`src/rtl/ppu_pkg.sv`:
```
// Shared PPU-side definitions: CPU address windows and the VRAM/OAM arbiter state type.
package ppu_pkg;

  localparam logic [15:0] VRAM_BASE     = 16'h8000;
  localparam logic [15:0] VRAM_LAST     = 16'h9FFF;
  localparam logic [15:0] OAM_BASE      = 16'hFE00;
  localparam logic [15:0] OAM_LAST      = 16'hFE9F;
  localparam logic [15:0] UNUSABLE_BASE = 16'hFEA0;
  localparam logic [15:0] UNUSABLE_LAST = 16'hFEFF;

  typedef enum logic [2:0] {
    IDLE,
    RD_WAIT,
    RD_DONE,
    WR,
    BLOCKED
  } arb_state_t;

endpackage

```
`src/rtl/vram_addr_decode.sv`:
```
// Combinational CPU address decode into VRAM / OAM / unusable windows.
module vram_addr_decode
  import ppu_pkg::*;
(
  input  logic [15:0] addr,
  output logic        hit_vram,
  output logic        hit_oam,
  output logic        hit_unusable,
  output logic [12:0] offset
);

  assign hit_vram     = (addr >= VRAM_BASE)     && (addr <= VRAM_LAST);
  assign hit_oam      = (addr >= OAM_BASE)      && (addr <= OAM_LAST);
  assign hit_unusable = (addr >= UNUSABLE_BASE) && (addr <= UNUSABLE_LAST);
  // OAM consumers use only the low byte of this offset.
  assign offset       = addr[12:0];

endmodule

```
`src/rtl/vram_arbiter.sv`:
```
// CPU/PPU arbiter for the VRAM and OAM ports.
// Optional macro VRAM_LOCK_EN: honour PPU mode locks; otherwise the CPU steals the VRAM port.
module vram_arbiter
  import ppu_pkg::*;
#(
  parameter logic [7:0] OPEN_BUS_DATA = 8'hFF
) (
  input  logic        cpu_clock,
  input  logic        reset,
  input  logic [15:0] cpu_addr,
  input  logic [7:0]  cpu_wdata,
  input  logic        cpu_rd,
  input  logic        cpu_wr,
  output logic [7:0]  cpu_rdata,
  output logic        cpu_ack,
  input  logic [12:0] ppu_mem_addr,
  input  logic        ppu_vram_access,
  input  logic        ppu_oam_access,
  output logic [7:0]  ppu_data,
  output logic        ppu_grant,
  output logic [12:0] vram_addr,
  output logic [7:0]  vram_wdata,
  output logic        vram_wren,
  input  logic [7:0]  vram_q,
  output logic [7:0]  oam_addr,
  output logic [7:0]  oam_wdata,
  output logic        oam_wren,
  input  logic [7:0]  oam_q
);

  arb_state_t state, state_nx;

  logic        hit_vram, hit_oam, hit_unusable;
  logic [12:0] offset;
  logic        req_hit, req_blocked;

  logic        tgt_vram;
  logic        unusable_q;
  logic        wr_q;
  logic [12:0] off_q;
  logic [7:0]  wdata_q;
  logic        cpu_owns;

  vram_addr_decode u_dec (
    .addr         (cpu_addr),
    .hit_vram     (hit_vram),
    .hit_oam      (hit_oam),
    .hit_unusable (hit_unusable),
    .offset       (offset)
  );

  assign req_hit = (cpu_rd | cpu_wr) & (hit_vram | hit_oam | hit_unusable);

`ifdef VRAM_LOCK_EN
  assign req_blocked = hit_unusable | (hit_vram & ppu_vram_access) | (hit_oam & ppu_oam_access);
`else
  logic unused_locks;
  assign unused_locks = ppu_vram_access ^ ppu_oam_access;
  assign req_blocked  = hit_unusable;
`endif

  always_ff @(posedge cpu_clock) begin
    if (reset) state <= IDLE;
    else       state <= state_nx;
  end

  always_comb begin
    state_nx = state;
    case (state)
      IDLE: begin
        if (req_hit) begin
          if (req_blocked) state_nx = BLOCKED;
          else if (cpu_wr) state_nx = WR;
          else             state_nx = RD_WAIT;
        end
      end
      RD_WAIT: state_nx = RD_DONE;
      RD_DONE: state_nx = IDLE;
      WR:      state_nx = IDLE;
      BLOCKED: state_nx = IDLE;
      default: state_nx = IDLE;
    endcase
  end

  // Ack is registered so it lands in the IDLE cycle after each terminal state.
  always_ff @(posedge cpu_clock) begin
    if (reset) begin
      cpu_ack    <= 1'b0;
      cpu_rdata  <= 8'h00;
      tgt_vram   <= 1'b0;
      unusable_q <= 1'b0;
      wr_q       <= 1'b0;
      off_q      <= '0;
      wdata_q    <= '0;
    end else begin
      cpu_ack <= (state == RD_DONE) | (state == WR) | (state == BLOCKED);
      if (state == IDLE && req_hit) begin
        tgt_vram   <= hit_vram;
        unusable_q <= hit_unusable;
        wr_q       <= cpu_wr;
        off_q      <= offset;
        wdata_q    <= cpu_wdata;
      end
      if (state == RD_DONE)
        cpu_rdata <= tgt_vram ? vram_q : oam_q;
      if (state == BLOCKED && !wr_q)
        cpu_rdata <= unusable_q ? 8'h00 : OPEN_BUS_DATA;
    end
  end

  assign cpu_owns   = tgt_vram & ((state == RD_WAIT) | (state == WR));
  assign ppu_grant  = ~cpu_owns;
  assign ppu_data   = vram_q;

  assign vram_addr  = cpu_owns ? off_q : ppu_mem_addr;
  assign vram_wdata = wdata_q;
  assign vram_wren  = (state == WR) & tgt_vram;

  assign oam_addr   = off_q[7:0];
  assign oam_wdata  = wdata_q;
  assign oam_wren   = (state == WR) & ~tgt_vram;

endmodule

```
`config.mk`:
```
export PLATFORM = sky130hd
export DESIGN_NAME = vram_arbiter
export DESIGN_NICKNAME = d
export VERILOG_FILES = /design/src/rtl/ppu_pkg.sv /design/src/rtl/vram_addr_decode.sv /design/src/rtl/vram_arbiter.sv
export SDC_FILE = /design/constraint.sdc
export NUM_CORES = 1
export LEC_CHECK = 0
export ABC_AREA = 1
export CELL_PAD_IN_SITES_DETAIL_PLACEMENT = 1
export CELL_PAD_IN_SITES_GLOBAL_PLACEMENT = 2
export CORE_MARGIN = 3
export CORE_UTILIZATION = 22
export CTS_BUF_LIST = sky130_fd_sc_hd__clkbuf_2 sky130_fd_sc_hd__clkbuf_4 sky130_fd_sc_hd__clkbuf_8
export CTS_CLUSTER_DIAMETER = 40
export DETAILED_ROUTE_END_ITERATION = 8
export PLACE_DENSITY_LB_ADDON = 0.1
export SLEW_MARGIN = 15
export SYNTH_ARGS = -nofsm -noshare
export SYNTH_HDL_FRONTEND = slang
export SYNTH_HIERARCHICAL = 1
export SYNTH_SLANG_ARGS = --single-unit
```
`constraint.sdc`:
```
create_clock -name cpu_clock -period 2.64 [get_ports cpu_clock]
set_clock_uncertainty 0.2 [all_clocks]
set_input_delay 0.528 -clock cpu_clock [delete_from_list [all_inputs] [get_ports cpu_clock]]
set_output_delay 0.528 -clock cpu_clock [all_outputs]
set_load 0.005 [all_outputs]
```
# ---- Word-level counts from Yosys, hierarchy flattened
# Cells that the tools add are included.
# W data, S select, Z words.
dict set report totals {
  elab_cells 48
  out_inout_bits 57
  ff_bits 36
  inputBits 59
}
dict set report classes {
  bitwise_logic 12
  order_cmp 6
  n_reduce_logical 8
  eq_ne 5
  mux 9
}
# op n
set op_table {}
lappend op_table {{$ge A16 B16 Y1 const B} 3}
lappend op_table {{$le A16 B16 Y1 const B} 3}
lappend op_table {{$mux W8} 4}
lappend op_table {{$mux W13} 1}
lappend op_table {{$eq A3 B2 Y1 const B} 2}
lappend op_table {{$mux W3} 2}
lappend op_table {{$or A1 B1 Y1} 6}
lappend op_table {{$pmux W3 S2} 1}
lappend op_table {{$logic_and A1 B1 Y1} 5}
lappend op_table {{$and A1 B1 Y1} 4}
lappend op_table {{$eq A3 B1 Y1 const B} 1}
lappend op_table {{$eq A3 B3 Y1 const B} 1}
lappend op_table {{$logic_not A3 Y1} 1}
lappend op_table {{$mux W2} 1}
lappend op_table {{$ne A2 B2 Y1 const B} 1}
lappend op_table {{$not A1 Y1} 2}
lappend op_table {{$reduce_bool A2 Y1} 1}
lappend op_table {{$logic_not A1 Y1} 1}

# ---- Logic depth before layout (Yosys ltp)
# Gate-level depths: netlist (run 1).
dict set report logic_depth {
  ltp_word 7
  depth_mapped 12
  mapped_depth_nobuf 11
}

# ---- Modules after synthesis
# The synthesis (run 1) kept the hierarchy.
# mod seq_area_each_um2 area_each_um2 n_inst cells_per_inst
set by_module_without_submodules {}
lappend by_module_without_submodules {vram_arbiter 720.7 2129.5 1 312}
lappend by_module_without_submodules {vram_addr_decode 0.0 165.2 1 29}

# ---- Worst setup path before layout (run 1)
# OpenSTA, ideal clock, no wires.
dict set report synth_timing {
  path_kind {input to register}
  from {in cpu_addr[8]}
  to {reg tgt_vram}
  n_path_buf 1
  t_arrival_ns 1.568
  cell_stages 11
  setup_time_ns 0.113
  slack_ns 0.759
  path_cell_list {inv_1 -> nand2_1 -> nor2_1 -> nand2_1 -> nor2_1 -> inv_1 -> nand2_1 -> clkbuf_1 -> nand4_1 -> nand2_1 -> nor2_1}
}
# element line_no
set synth_rtl {}
lappend synth_rtl {{start, declared} vram_arbiter.sv:10} ;# input logic [15:0] cpu_addr,
lappend synth_rtl {{$ge A16 B16 Y1 / $le A16 B16 Y1 (equally long branches)} vram_addr_decode.sv:14} ;# assign hit_unusable = (addr >= UNUSABLE_BASE) && (addr <= UNUSABLE_LAST);
lappend synth_rtl {{$logic_and A1 B1 Y1 (*)} vram_addr_decode.sv:14}
lappend synth_rtl {{net hit_unusable} vram_arbiter.sv:33} ;# logic hit_vram, hit_oam, hit_unusable;
lappend synth_rtl {{$or A1 B1 Y1 (*)} vram_arbiter.sv:52} ;# assign req_hit = (cpu_rd | cpu_wr) & (hit_vram | hit_oam | hit_unusable);
lappend synth_rtl {{$and A1 B1 Y1 (*)} vram_arbiter.sv:52}
lappend synth_rtl {{$logic_and A1 B1 Y1 (*)} vram_arbiter.sv:97} ;# if (state == IDLE && req_hit) begin
lappend synth_rtl {{end signal, assigned} vram_arbiter.sv:98} ;# tgt_vram <= hit_vram;
lappend synth_rtl {{end, declared} vram_arbiter.sv:37} ;# logic tgt_vram;
# Mark *: on every way through the listed nets, which the timed path passes. The rest lies on a longest branch.
# A chain may end at the register's enable or synchronous reset.

# ---- Final worst setup path (run 1)
dict set report layout_timing {
  from {reg state[2]}
  to {out vram_addr[1]}
}
dict set report layout_via {
  elab_chain_len 4
}
# element line_no
set layout_lines {}
lappend layout_lines {{start, declared} vram_arbiter.sv:31} ;# arb_state_t state, state_nx;
lappend layout_lines {{start signal, assigned} vram_arbiter.sv:64} ;# else state <= state_nx;
lappend layout_lines {{$eq A3 B1 Y1 / $eq A3 B2 Y1 (equally long branches)} vram_arbiter.sv:111} ;# assign cpu_owns = tgt_vram & ((state == RD_WAIT) | (state == WR));
lappend layout_lines {{$or A1 B1 Y1 (*)} vram_arbiter.sv:111}
lappend layout_lines {{$and A1 B1 Y1 (*)} vram_arbiter.sv:111}
lappend layout_lines {{$mux W13 (*)} vram_arbiter.sv:115} ;# assign vram_addr = cpu_owns ? off_q : ppu_mem_addr;
lappend layout_lines {{end, declared} vram_arbiter.sv:21} ;# output logic [12:0] vram_addr,
# Every way passes the cells marked *; elsewhere a longest branch is shown, timed or not.

==> flow_metrics.py, run 1 <==
metrics = {
    "job": {
        "maxCapViolations": 0,
    },
    "timing": {
        "tightest_slew_ps": 379.2,
        "setup_violations": 0,
        "fin_ws_ps": 133.3,
        "min_period_ps": 2507,
        "slew-limit-headroom_pct": 74.72,
        "rsz0062_at_grt": "no",
        "period_share_pct": 94.95,
        "slew_violations": 0,
        "max_freq_mhz": 398.9,
        "hold_viol": 0,
        "finalSetupTns_ps": 0,
    },
    "clocking": {
        "hold_buffers": 0,
        "numCtsBuffers": 5,
        "cts_root_buffer": "clkbuf_8",
        "worstSkewPairLatency_ps": 290,
        "path_clk_slew_ps": 80,
        "cts-resized-gates": 0,
        "cts_buffer_depth": 2,
        "cts_tree": "built",
        "htree_levels": 2,
        "clock_sinks": 36,
        "post-cts-setup-buffer-count": 0,
    },
    "final_layout": {
        "final_nets": 479,
        "area_growth_pct": 48.86,
        "diodes": 0,
        "drive_gt1_share_pct": 10.69,
    },
    "critical_path": {
        "arrival_ps": 1780,
        "r2r_start": "state[2]",
        "r2r_slack_ps": 950,
        "start_kind": "flop",
        "path_class": "reg -> out",
        "r2r_cells": 8,
        "crit_required_ps": 1910,
        "reg2reg_to": "oam_wdata[3]",
        "path_max_fanout": 15,
        "end_kind": "primary output",
    },
    "floorplanning": {
        "die_area_mm2": 0.01169,
        "fp.coreArea_mm2": 0.009955,
        "ioPinCount": 116,
        "rows": 36,
        "die_x_um": 108.1,
        "die_h_um": 108.1,
        "start_util_pct": 23.05,
    },
    "min_path": {
        "hold_end": "unusable_q",
        "worstHoldPathCells": 2,
        "hold_class": "reg -> reg",
        "worstHoldStart": "unusable_q",
    },
    "synthesis": {
        "synth_area_mm2": 0.002295,
        "ys_types": 24,
        "yosysSeqAreaShare_pct": 31.41,
        "synth.avg_cell_area_um2": 6.729,
        "synth_nets": 400,
        "yosysWarnings": 6,
        "synth-seq-cells": 36,
        "syn_inst": 341,
    },
    "global_routing": {
        "grt_pass1_vias": 2311,
        "antenna_found_initial": 0,
        "grt_max_degree": 35,
        "grt-ovfl-total": 0,
        "track_usage_pct": 12.19,
        "grt_first_pass_wirelength_mm": 11.37,
    },
    "power": {
        "power.leakage_nw": 1.492,
        "power_w": 0.001309,
        "ir_worst_vdd_uv": 153.4,
        "power-per-cell-area_mw_per_mm2": 383.3,
    },
    "routing": {
        "wl_per_cell_um": 12.62,
        "first_pass_iters": 3,
        "drt_iter0_drc": 68,
        "viasPerCell": 4.097,
        "route.antenna.remaining_nets": 0,
        "routed_wl_mm": 6.989,
        "drcViolationCount": 0,
        "via_count": 2270,
    },
    "placed_design": {
        "io_buffers": 113,
        "gp_congestion": 0.6884,
        "dp_hpwl_mm": 5.348,
        "place_ws_ps": 48.67,
    },
    "outcome": {
        "outcome": "finished clean",
    },
}
## routing by layer
layer	vias up	part of all wire [%]	track usage [%]
met1	1016	46	15.36
met2	65	47	20.78
met5	-	0	0
met3	6	5.5	2.985
met4	0	1.2	3.246
li1	1183	-	-
## report_power, final
group	total (W)	internal, W	switching, W
clock	0.000416	0.000208	0.000208
combinational	0.000312	0.000191	0.000121
sequential	0.000581	0.000566	0.0000151
total	0.00131	0.000966	0.000344
## critical path, cell delays in order, from the launching register on
cell	delay, ps
dfxtp_2	370
inv_2	80
nand3_2	80
buf_12	160
mux2_2	340
clkdlybuf4s50_1	450
## area by class of cell
cell class	instances	area, um2
clock buffers	6	82.58
clock inverters	2	10.01
fillers	1226	6539
inverters	42	157.7
multi-input cells	210	1044
flip-flops and latches	36	721.9
well taps	133	166.4
repair buffers	125	1234
## synth_stat cells, drive strengths merged
master	number	area, um2
a21oi	2	10.01
buf	49	357.8
clkinv	1	3.750
inv	41	153.9
nand3b	8	60.06
nor3b	1	7.510
nand4	24	150.1
or2	1	6.260
mux2	13	146.4
nand2	72	272.8
nand3	6	45.04
dfxtp	36	720.7
nor2	72	290.3
nor3	2	10.01
clkbuf	4	15.01
o21ai	9	45.04
## worst max-delay path by stage
| stage | from | to | slack [ps] | depth (start not counted) |
|---|---|---|---|---|
| 2_1_floorplan | cpu_addr[8] | tgt_vram | 760 | 11 |
| 3_3_place_gp | cpu_addr[10] | oam_wdata[0] | 80 | 12 |
| 3_5_place_dp | cpu_addr[10] | oam_wdata[3] | 50 | 12 |
| 4_1_cts | state[2] | vram_addr[1] | 30 | 5 |
| 5_1_grt | state[2] | vram_addr[1] | 10 | 5 |
| 6_report | state[2] | vram_addr[1] | 130 | 5 |
## cells by family after synthesis
group / synth area share (%)
flip-flops: 31.41
multiplexers: 6.379
buffers and inverters: 23.12
AO/OA/AOI/OAI: 2.399
AND/OR/NAND/NOR: 36.70
## through the flow
stage | hold WS (ps) | std cells | utilization (%) | area [um2]
2_1_floorplan | 250.0 | 341 | - | 2295
3_3_place_gp | 262.8 | 546 | 33.37 | 3322
3_5_place_dp | 271.2 | 546 | 33.37 | 3322
4_1_cts | 284.4 | 554 | 34.30 | 3415
5_1_grt | 298.3 | 554 | 34.31 | 3416
6_report | 281.2 | 554 | 34.31 | 3416
## placed cells by master, fill, tap and decap left out, types with 3 or more instances in the layout
master | netlist | layout
mux2_2 | 13 | 13
dfxtp_1 | 36 | 35
nor2_1 | 68 | 68
nand4_1 | 24 | 24
clkbuf_8 | 0 | 6
nand3_1 | 3 | 3
nand3_2 | 3 | 3
inv_1 | 38 | 38
nand3b_1 | 8 | 8
clkdlybuf4s50_1 | 0 | 113
o21ai_0 | 8 | 8
inv_2 | 3 | 3
buf_4 | 40 | 11
nand2_1 | 71 | 71
## state kept, by name, indices dropped and copies added, names as in the netlist
register and flops:
off_q 13, cpu_rdata 8, oam_wdata 8, state 3
cpu_ack 1, tgt_vram 1, unusable_q 1, wr_q 1
(Power assumes the default switching activity.)
==> run 2, diff against run 1 <==
- CORE_UTILIZATION: 22 -> 21
- PLACE_DENSITY: default -> 0.85
- PLACE_DENSITY_LB_ADDON: 0.1 -> default
- clock period: 2.64 -> 2.6 ns (I/O delays scaled with it)
==> flow_metrics.py, run 2 (synthesis gave the netlist of run 1 again) <==
metrics = {
    "floorplanning": {
        "fp.coreArea_mm2": 0.01046,
        "rows": 37,
        "die_x_um": 110.5,
        "die_h_um": 110.5,
        "die_area_mm2": 0.01222,
        "ioPinCount": 116,
        "start_util_pct": 21.93,
    },
    "critical_path": {
        "r2r_start": "state[1]",
        "arrival_ps": 1790,
        "slowest_stage": "clkdlybuf4s50_1",
        "path_cells": "inv_2 > nand3_2 > buf_6 > mux2_2 > clkdlybuf4s50_1",
        "crit_start": "state[2]",
        "start_kind": "flop",
        "path_max_fanout": 9,
        "path_class": "reg -> out",
        "r2r_cells": 6,
        "crit_required_ps": 1880,
        "r2r_slack_ps": 900,
        "cp-endpoint": "vram_addr[0]",
        "reg2reg_to": "cpu_rdata[2]",
        "slowest_delay_ps": 470,
        "end_kind": "primary output",
    },
    "timing": {
        "whs_ps": 287.7,
        "tightest_slew_ps": 373.6,
        "hold_viol": 0,
        "period_share_pct": 96.73,
        "slew_violations": 0,
        "rsz0062_at_grt": "no",
        "finalSetupTns_ps": 0,
        "slew-limit-headroom_pct": 75.07,
        "min_period_ps": 2515,
        "fin_ws_ps": 85.14,
        "max_freq_mhz": 397.6,
        "setup_violations": 0,
    },
    "final_layout": {
        "regArea_um2": 721.9,
        "final_common_cell": "clkdlybuf4s50_1",
        "multiInputGateArea_mm2": 0.001044,
        "area_growth_pct": 51.20,
        "final_cell_mix": "113 x clkdlybuf4s50_1, 71 x nand2_1, 68 x nor2_1",
        "final_nets": 479,
        "diodes": 0,
        "design_area_mm2": 0.003470,
        "largest_reg_flops": 13,
        "fillers": 1314,
        "fin_util_pct": 33.16,
        "largest_register": "off_q",
        "drive_gt1_share_pct": 10.69,
    },
    "power": {
        "ir_worst_vdd_uv": 204.6,
        "power-per-cell-area_mw_per_mm2": 419.4,
        "power.leakage_nw": 1.507,
    },
    "clocking": {
        "cts_root_buffer": "clkbuf_8",
        "numCtsBuffers": 5,
        "worstSkewPairLatency_ps": 280,
        "hold_buffers": 0,
        "cts_buffer_depth": 2,
        "path_clk_slew_ps": 80,
        "cts-resized-gates": 2,
        "post-cts-setup-buffer-count": 0,
        "cts_tree": "built",
        "clock_sinks": 36,
        "htree_levels": 2,
    },
    "routing": {
        "drcViolationCount": 0,
        "drt_iter0_drc": 60,
        "via_count": 2334,
        "routed_wl_mm": 7.232,
        "first_pass_iters": 5,
        "viasPerCell": 4.190,
        "route.antenna.remaining_nets": 0,
        "wl_per_cell_um": 12.98,
    },
    "global_routing": {
        "grt_max_degree": 27,
        "antenna_found_initial": 0,
        "grt-ovfl-total": 0,
        "grt_pass1_vias": 2543,
        "track_usage_pct": 11.82,
        "grt_first_pass_wirelength_mm": 12.08,
    },
    "placed_design": {
        "gp_congestion": 0.7801,
        "place_ws_ps": 142.0,
        "place_area_mm2": 0.003338,
        "dp_hpwl_mm": 5.758,
        "io_buffers": 113,
    },
    "min_path": {
        "hold_class": "reg -> reg",
        "worstHoldPathCells": 2,
    },
    "job": {
        "maxCapViolations": 0,
    },
    "outcome": {
        "outcome": "finished clean",
    },
}
run 2: cell count changes in the layout (fill, tap and decap cells not counted), sizes merged:
cell,delta
clkbuf,+1
bufinv,+1
clkinv,-2
run 2: layer usage:
layer | global-route usage, % | share of wire, %
met3 | 2.740 | 4.9
met5 | 0 | 0
met1 | 13.60 | 44
met2 | 21.60 | 50
met4 | 3.530 | 1.3
run 2: cell type report:
class	count	share of cell area, %
clock buffer	7	2.777
clock inverter	1	0.8655
timing repair buffer	125	36.03
multi-input combinational	210	30.08
sequential	36	20.81
inverter	42	4.544
tap	136	4.904
run 2: per-stage QoR:
| step | cells | total power, W |
|---|---|---|
| 2_1_floorplan | 341 | 0.0007626 |
| 3_3_place_gp | 549 | 0.0009241 |
| 3_5_place_dp | 549 | 0.0009326 |
| 4_1_cts | 557 | 0.001484 |
| 5_1_grt | 557 | 0.001537 |
| 6_report | 557 | 0.001455 |
run 2: worst min-delay path by stage:
| stage | slack (ps) | end | from |
|---|---|---|---|
| final | 290 | unusable_q | unusable_q |
| after detailed placement | 270 | unusable_q | unusable_q |
| after global placement | 260 | unusable_q | unusable_q |
| after CTS | 280 | unusable_q | unusable_q |
| after floorplan | 250 | unusable_q | unusable_q |
| after global routing | 340 | off_q[12] | off_q[12] |
run 2: power breakdown:
| group | leakage (nW) | switching (W) | internal [W] |
|---|---|---|---|
| clock | 0.0645 | 0.000204 | 0.000339 |
| combinational | 1.15 | 0.000125 | 0.000197 |
| sequential | 0.293 | 0.0000163 | 0.000575 |
run 2: critical path: cells and delay by family (launching register included):
family	cells	cell delay, ps
buffers and inverters	3	710
flip-flops	1	370
multiplexers	1	340
AND/OR/NAND/NOR	1	90
